### config.mk
export PLATFORM = sky130hd
export DESIGN_NAME = elastic_pipeline
export DESIGN_NICKNAME = d
export VERILOG_FILES = /design/src/rtl/elastic_pipeline.sv
export SDC_FILE = /design/constraint.sdc
export NUM_CORES = 1
export LEC_CHECK = 0
export ABC_AREA = 1
export CORE_ASPECT_RATIO = 0.8
export CORE_MARGIN = 3
export CORE_UTILIZATION = 65
export CTS_BUF_LIST = sky130_fd_sc_hd__clkbuf_2
export DETAILED_ROUTE_END_ITERATION = 8
export DONT_BUFFER_PORTS = 1
export GPL_ROUTABILITY_DRIVEN = 0
export PLACE_DENSITY = 0.89
export SYNTH_ARGS = -nofsm -noshare
export SYNTH_HDL_FRONTEND = slang
export SYNTH_SLANG_ARGS = --single-unit
### constraint.sdc
create_clock -name clk_i -period 1.9 [get_ports clk_i]
set_input_delay 0.095 -clock clk_i [delete_from_list [all_inputs] [get_ports clk_i]]
set_output_delay 0.095 -clock clk_i [all_outputs]
set_load 0.01 [all_outputs]
### src/rtl/elastic_pipeline.sv
// elastic_pipeline: chain of depth_p elastic stages between a valid/ready
// producer and a yumi-style consumer. Each stage has a main register and a
// skid register, so every stage's ready is a flop output (~skid valid). No
// combinational path exists from yumi_i back to ready_o.
//
// Optional build macro ELASTIC_PIPELINE_STATS_EN adds stall_cnt_o (saturating
// count of cycles with valid_o=1 and yumi_i=0) and full_seen_o (sticky flag
// set once the pipeline holds 2*depth_p entries). Core behaviour is the same
// in both builds.
module elastic_pipeline #(
  parameter  int width_p        = 10,
  parameter  int depth_p        = 3,
  localparam int count_width_lp = $clog2(2*depth_p+1)
) (
  input  logic                      clk_i,
  input  logic                      reset_ni,
  input  logic                      flush_i,
  input  logic [width_p-1:0]        data_i,
  input  logic                      valid_i,
  output logic                      ready_o,
  output logic                      valid_o,
  output logic [width_p-1:0]        data_o,
  input  logic                      yumi_i,
  output logic [count_width_lp-1:0] count_o
`ifdef ELASTIC_PIPELINE_STATS_EN
  ,
  output logic [31:0]               stall_cnt_o,
  output logic                      full_seen_o
`endif
);

  localparam int DATA_W = width_p;
  localparam int STAGES = depth_p;
  localparam int CAP    = 2 * depth_p;

  // Occupancy step: +1 on an upstream beat, -1 on a downstream beat, and
  // unchanged when both or neither happen.
  function automatic logic [count_width_lp-1:0] count_step(
    input logic [count_width_lp-1:0] cur,
    input logic                      inc,
    input logic                      dec
  );
    logic [count_width_lp-1:0] nxt;
    nxt = cur;
    if (inc && !dec)      nxt = cur + count_width_lp'(1);
    else if (!inc && dec) nxt = cur - count_width_lp'(1);
    return nxt;
  endfunction

  // Increment that sticks at all-ones instead of wrapping.
  function automatic logic [31:0] sat_inc32(input logic [31:0] v);
    return (v == 32'hFFFF_FFFF) ? v : v + 32'd1;
  endfunction

  logic [STAGES-1:0] main_vld;
  logic [STAGES-1:0] skid_vld;
  logic [DATA_W-1:0] main_dat [STAGES];

  for (genvar s = 0; s < STAGES; s++) begin : g_stage
    logic              in_vld;
    logic [DATA_W-1:0] in_dat;
    logic              acc;
    logic              main_vld_q;
    logic              skid_vld_q;
    logic [DATA_W-1:0] main_q;
    logic [DATA_W-1:0] skid_q;

    // ---- stage boundary: input side (upstream port or previous main) ----
    if (s == 0) begin : g_head
      assign in_vld = valid_i;
      assign in_dat = data_i;
    end else begin : g_body
      assign in_vld = main_vld[s-1];
      assign in_dat = main_dat[s-1];
    end

    // ---- stage boundary: output side (next stage ready, or consumer) ----
    if (s == STAGES-1) begin : g_tail
      assign acc = yumi_i;
    end else begin : g_mid
      assign acc = ~skid_vld[s+1];
    end

    // EMPTY/ONE/FULL stage update; skid only ever holds the younger entry.
    always_ff @(posedge clk_i or negedge reset_ni) begin
      if (!reset_ni) begin
        main_vld_q <= 1'b0;
        skid_vld_q <= 1'b0;
        main_q     <= '0;
        skid_q     <= '0;
      end else if (flush_i) begin
        main_vld_q <= 1'b0;
        skid_vld_q <= 1'b0;
      end else if (skid_vld_q) begin
        if (acc) begin
          main_q     <= skid_q;
          skid_vld_q <= 1'b0;
        end
      end else if (main_vld_q) begin
        if (in_vld && acc) begin
          main_q <= in_dat;
        end else if (in_vld) begin
          skid_q     <= in_dat;
          skid_vld_q <= 1'b1;
        end else if (acc) begin
          main_vld_q <= 1'b0;
        end
      end else if (in_vld) begin
        main_q     <= in_dat;
        main_vld_q <= 1'b1;
      end
    end

    assign main_vld[s] = main_vld_q;
    assign skid_vld[s] = skid_vld_q;
    assign main_dat[s] = main_q;
  end

  logic                      in_fire;
  logic                      out_fire;
  logic [count_width_lp-1:0] count_q;

  assign ready_o  = ~skid_vld[0];
  assign valid_o  = main_vld[STAGES-1];
  assign data_o   = main_dat[STAGES-1];
  assign in_fire  = valid_i & ready_o;
  assign out_fire = yumi_i & valid_o;
  assign count_o  = count_q;

  // Occupancy tracks accepted minus consumed beats; flush wins over both.
  always_ff @(posedge clk_i or negedge reset_ni) begin
    if (!reset_ni)    count_q <= '0;
    else if (flush_i) count_q <= '0;
    else              count_q <= count_step(count_q, in_fire, out_fire);
  end

`ifdef ELASTIC_PIPELINE_STATS_EN
  logic [31:0] stall_cnt_q;
  logic        full_seen_q;

  // Stall cycles at the output and a sticky "ever completely full" flag.
  always_ff @(posedge clk_i or negedge reset_ni) begin
    if (!reset_ni) begin
      stall_cnt_q <= '0;
      full_seen_q <= 1'b0;
    end else if (flush_i) begin
      stall_cnt_q <= '0;
      full_seen_q <= 1'b0;
    end else begin
      if (valid_o && !yumi_i) stall_cnt_q <= sat_inc32(stall_cnt_q);
      if (count_q == count_width_lp'(CAP)) full_seen_q <= 1'b1;
    end
  end

  assign stall_cnt_o = stall_cnt_q;
  assign full_seen_o = full_seen_q;
`endif

`ifndef SYNTHESIS
  // A consume with nothing on the output is a consumer protocol error.
  a_yumi_needs_valid: assert property (
    @(posedge clk_i) disable iff (!reset_ni) yumi_i |-> valid_o
  );
`endif

endmodule
Word level (Yosys, flattened, before mapping)
Cells that the tools add are included.
- word-level logic and storage cells: 101
- register bits after elaboration: 69
- bitwise logic cells: 9
- add/sub/neg operators: 2
- muxes and demuxes: 51
- reductions and logical operators: 17
- equality and inequality tests: 9
- operator list (cell ; count):
    two-way mux 10 bit ; 15
    two-way mux 1 bit ; 33
    AND reduction 5 bit ; 3
    inequality test 2 bit (second input constant) ; 6
    AND reduction 4 bit ; 3
    nonzero test 3 bit ; 4
    two-way mux 3 bit ; 3
    inequality test 3 x 1 -> 1 bit (second input constant) ; 3
    inverter 1 bit ; 7
    logical AND 1 bit ; 5
    adder 3 x 1 -> 3 bit (second input constant) ; 1
    subtractor 3 x 1 -> 3 bit (second input constant) ; 1
    bitwise AND 1 bit ; 2
    zero test 1 bit ; 2

Longest topological paths before layout
- depth in word-level cells: 7
- depth in mapped cells: 9
- mapped depth without buffers: 8

Least setup slack after synthesis
OpenSTA, ideal clock, no wires.
- path type: register to register
- start: register g_stage[0].skid_vld_q
- end: register count_q[2], in the netlist count_o[2]
- arrival time: 1356 ps
- cell stages (with the launch flop): 10
- setup slack: 427 ps
- path buffers: 1
- period minus slack after synthesis: 1473 ps
- required time: 1783 ps
- cell sequence: dfrtp_1 > buf_4 > inv_2 > nand3_1 > inv_1 > fa_1 > inv_1 > nand3_1 > nand3_1 > nand2_1
- longest elaborated chain between the ends: 5
- RTL lines (element ; line ; text):
    from (decl) ; 64 ; logic skid_vld_q;
    from (signal assigned) ; 88 ; skid_vld_q <= 1'b0;
    from (signal assigned) ; 93 ; skid_vld_q <= 1'b0;
    from (signal assigned) ; 97 ; skid_vld_q <= 1'b0;
    inverter 1 bit (no source line) * ; - ;
    bitwise AND 1 bit * ; 126 ; assign in_fire = valid_i & ready_o;
    logical AND 1 bit or zero test 1 bit (tied branches) ; 45, 46 ;
    two-way mux 3 bit or logical AND 1 bit (tied branches) ; 45, 46 ;
    two-way mux 3 bit or nonzero test 3 bit (tied branches) ; - ;
    to (signal assigned) ; 134 ; else count_q <= count_step(count_q, in_fire, out_fire);
    to (decl) ; 121 ; logic [count_width_lp-1:0] count_q;
Mark *: on every way between the ends. The rest lies on a longest branch, timed or not.
A chain may end at the register's enable or synchronous reset.

Worst setup path in the final report
- start: register g_stage[0].skid_vld_q
- end: register g_stage[0].skid_q[6]
- longest elaborated chain between the ends: 2
- RTL lines (element ; line ; text):
    inverter 1 bit (no source line) ; - ;
    AND reduction 5 bit (no source line) ; - ;
    to (signal assigned) ; 103 ; skid_q <= in_dat;
    to (decl) ; 66 ; logic [DATA_W-1:0] skid_q;
No other way between the ends.

==> results.md <==
- Detail-routed net length per standard cell: 14.61 um
- Power per cell area: 788.8 nW/um^2
- Clock root buffer: clkbuf_2
- Slowest stage cell, crit path: dlygate4sd3_1
- Grt ovf: 0
- Worst-Margin Slew: 0.3560 ns
- Max Cap Viol: 0
- Commonest cells after routing, fill and taps aside: nand2_1, dfrtp_1, o21ai_1
- Final Cycle Share: 93.71%
- Core area: 4388 sq um
- Main combinational cell family by area after synthesis: compound AO/OA/AOI/OAI gates
- Synth-to-Final Area Change: 13.43%
- Port bufs: 0
- Drt total wl: 6.559 mm
- H-Tree Level Count: 3
- Synthesized flop and latch total: 69
- Final hold slack: 0.02008 ns
- Multiplexer share of the synthesized area: 1.287%
- Die area: 5659 sq um
- Met2 WL post-DR: 3.227 mm
- I/O Pins: 30
- Initial Utilization: 70.92%
- Crit Path Category: flip-flop to flip-flop
- M1 WL: 2.704 mm
- Worst VDD drop: 0.5466 mV
- ANT nets after route: 0
- Pin count of the biggest net entering global routing: 70
- CTS sink count: 69
- Hold Crit Class: input port to flip-flop
- FMAX: 0.5617 GHz
- Worst Path Buf+Inv: 2
- Inserted Diodes: 0
- Commonest non-fill, non-tap cell in the layout: nand2_1
- Critical-path maximum fanout: 17
- Post-Synth Adder-Cell Area: 0.6433%
- Worst-skew pair later-pin latency: 0.49 ns
- Via count of the routed design: 2522
- Cell Area, Placed: 3146 sq um
- Post-Synth XOR/XNOR Area: 0%
- Top Layer Used: met4
- Wire length on met3: 392 um
- Final hold vios: 0
- Reg clk slew, reported paths: 0.18 ns
- Gate Count Post-Synth: 357
- CTS Buf Count: 9
- RSZ-0062 raised after global routing: no
- Vias per cell: 5.617
- Core Rows: 21
- YS warnings: 0
- DR pass1 iterations: 5
- Initial antenna violation count: 0
- Die X: 83.36 um
- Setup violators final: 0
- PnR worst setup slack: 0.1196 ns
- Critical Path, Cell by Cell: buf_4 -> nor2_4 -> nand2_4 -> nand2_1 -> o21ai_2 -> dlygate4sd3_1
- Worst EP required: 2.30 ns
- Clock Skew: 0.02133 ns
- Share of cells above drive strength 1: 13.01%
- Dpl ws: 0.3522 ns
- Mapped Area: 3112 sq um
- Filler cells: 270
- Max-slew headroom: 76.19%
- CP arrival: 2.18 ns
- LEAKAGE: 1.743 nW
- TritonCTS clock tree: built
- Syn nets: 373
- Fin crit period: 1.780 ns
- Slowest stage delay, CP: 0.55 ns
- Die Y-Extent: 67.89 um
- CP endpoint kind: flip-flop
- DRC: 0
- Setup TNS: 0 ns
- Cell family with most CP delay: buffers and inverters
- First-pass GRT wire length: 10.65 mm
- Pins over their slew limit: 0
- Seq/Total Area, Yosys: 55.49%
- Worst Setup Start Kind: flip-flop
- Post-layout instance area: 3530 sq um
- Avg Synthesized Cell Area: 8.716 sq um
- HPWL after DPL: 3.761 mm
- Post-synthesis simple-gate area fraction: 16.93%
- Clock tree buffer depth: 2
- Outcome: finished clean
- All-Layer GR Usage: 24.79%
- Vias in the first global route: 2320
- Synth Area in Compound Gates: 17.69%
- Nets: 405
- 1st-iter DRT viols: 257
- Synth cell types: 25
[final timing paths]
check                                      start               endpoint  slack (ns)  depth (start not counted)
max in group asynchronous               reset_ni  g_stage[1].skid_vld_q        1.47                          2
max                        g_stage[0].skid_vld_q   g_stage[0].skid_q[6]        0.12                          6
min                                      flush_i              data_o[2]        0.02                          4
max reg2reg                g_stage[0].skid_vld_q   g_stage[0].skid_q[6]        0.12                          6
min reg2reg                 g_stage[0].skid_q[1]   g_stage[0].skid_q[1]        0.50                          2
min in group asynchronous               reset_ni  g_stage[2].skid_vld_q        0.14                          2
[metal layers]
| metal | GRT usage (%) | up-vias |
|---|---|---|
| met2 | 43.30 | 89 |
| met5 | 0 | - |
| li1 | - | 1216 |
| met3 | 9.266 | 28 |
| met4 | 10.82 | 0 |
| met1 | 27.97 | 1189 |
[stage by stage]
stage / instances / util, % / power [mW]
floorplan: 357 / - / 2.028
global placement: 404 / 71.69 / 2.082
detailed placement: 404 / 71.69 / 2.112
CTS: 443 / 79.33 / 2.785
global route: 449 / 80.44 / 2.953
finish: 449 / 80.44 / 2.784
[worst register-to-register path: stages, from the launching register on]
cell and delay [ns]:
dfrtp_1 0.43, buf_4 0.20, nor2_4 0.16, nand2_4 0.16, nand2_1 0.14, o21ai_2 0.06, dlygate4sd3_1 0.55
[power by group]
group / internal [mW] / leakage (nW) / total [mW] / switching, mW
Combinational: 0.167 / 0.779 / 0.419 / 0.251
Sequential: 1.62 / 0.912 / 1.74 / 0.119
Clock: 0.151 / 0.0525 / 0.621 / 0.470
Total: 1.94 / 1.74 / 2.78 / 0.840
[area by class of cell]
cell class | instances | area, sq um | area share, %
clock buffer | 10 | 50.05 | 1.418
clock inverter | 4 | 17.52 | 0.4963
inverter | 40 | 152.6 | 4.325
multi-input combinational | 230 | 1137 | 32.22
sequential | 69 | 1728 | 48.95
tap | 57 | 71.32 | 2.021
timing repair buffer | 39 | 372.9 | 10.56
[synthesized netlist by cell type (all sizes together)]
| master | n | area share, % |
|---|---|---|
| a21oi | 4 | 0.64 |
| mux2i | 4 | 1.3 |
| nand2 | 106 | 13 |
| fa | 1 | 0.64 |
| o211ai | 1 | 0.24 |
| a31oi | 1 | 0.20 |
| inv | 40 | 4.8 |
| o21ai | 89 | 16 |
| nand4 | 1 | 0.20 |
| buf | 14 | 2.6 |
| dfrtp | 69 | 55 |
| o31ai | 2 | 0.48 |
| or2 | 1 | 0.20 |
| nor2 | 7 | 1.3 |
| clkbuf | 4 | 0.52 |
| nand3 | 13 | 2.1 |
[kinds of logic after synthesis]
family | count (synthesis)
buf+inv | 58
compound gates | 97
mux | 4
fa+ha+maj | 1
simple gates | 128
flops | 69
[timing repair]
action | CTS | global route
resized for setup | 0 | 3
setup buffers | 0 | 6
endpoints found under the setup margin | 0 | 6
hold buffers | 25 | 0
hold endpoints to repair | 101 | 0
[registers in the layout, indices dropped and copies added, names as in the netlist]
register / flops
g_stage.main_q: 20
g_stage.skid_vld_q: 3
g_stage.main_vld_q: 2
g_stage.skid_q: 30
data_o: 10
valid_o: 1
count_o: 3
Note: power is estimated with default switching activity, not from simulation.
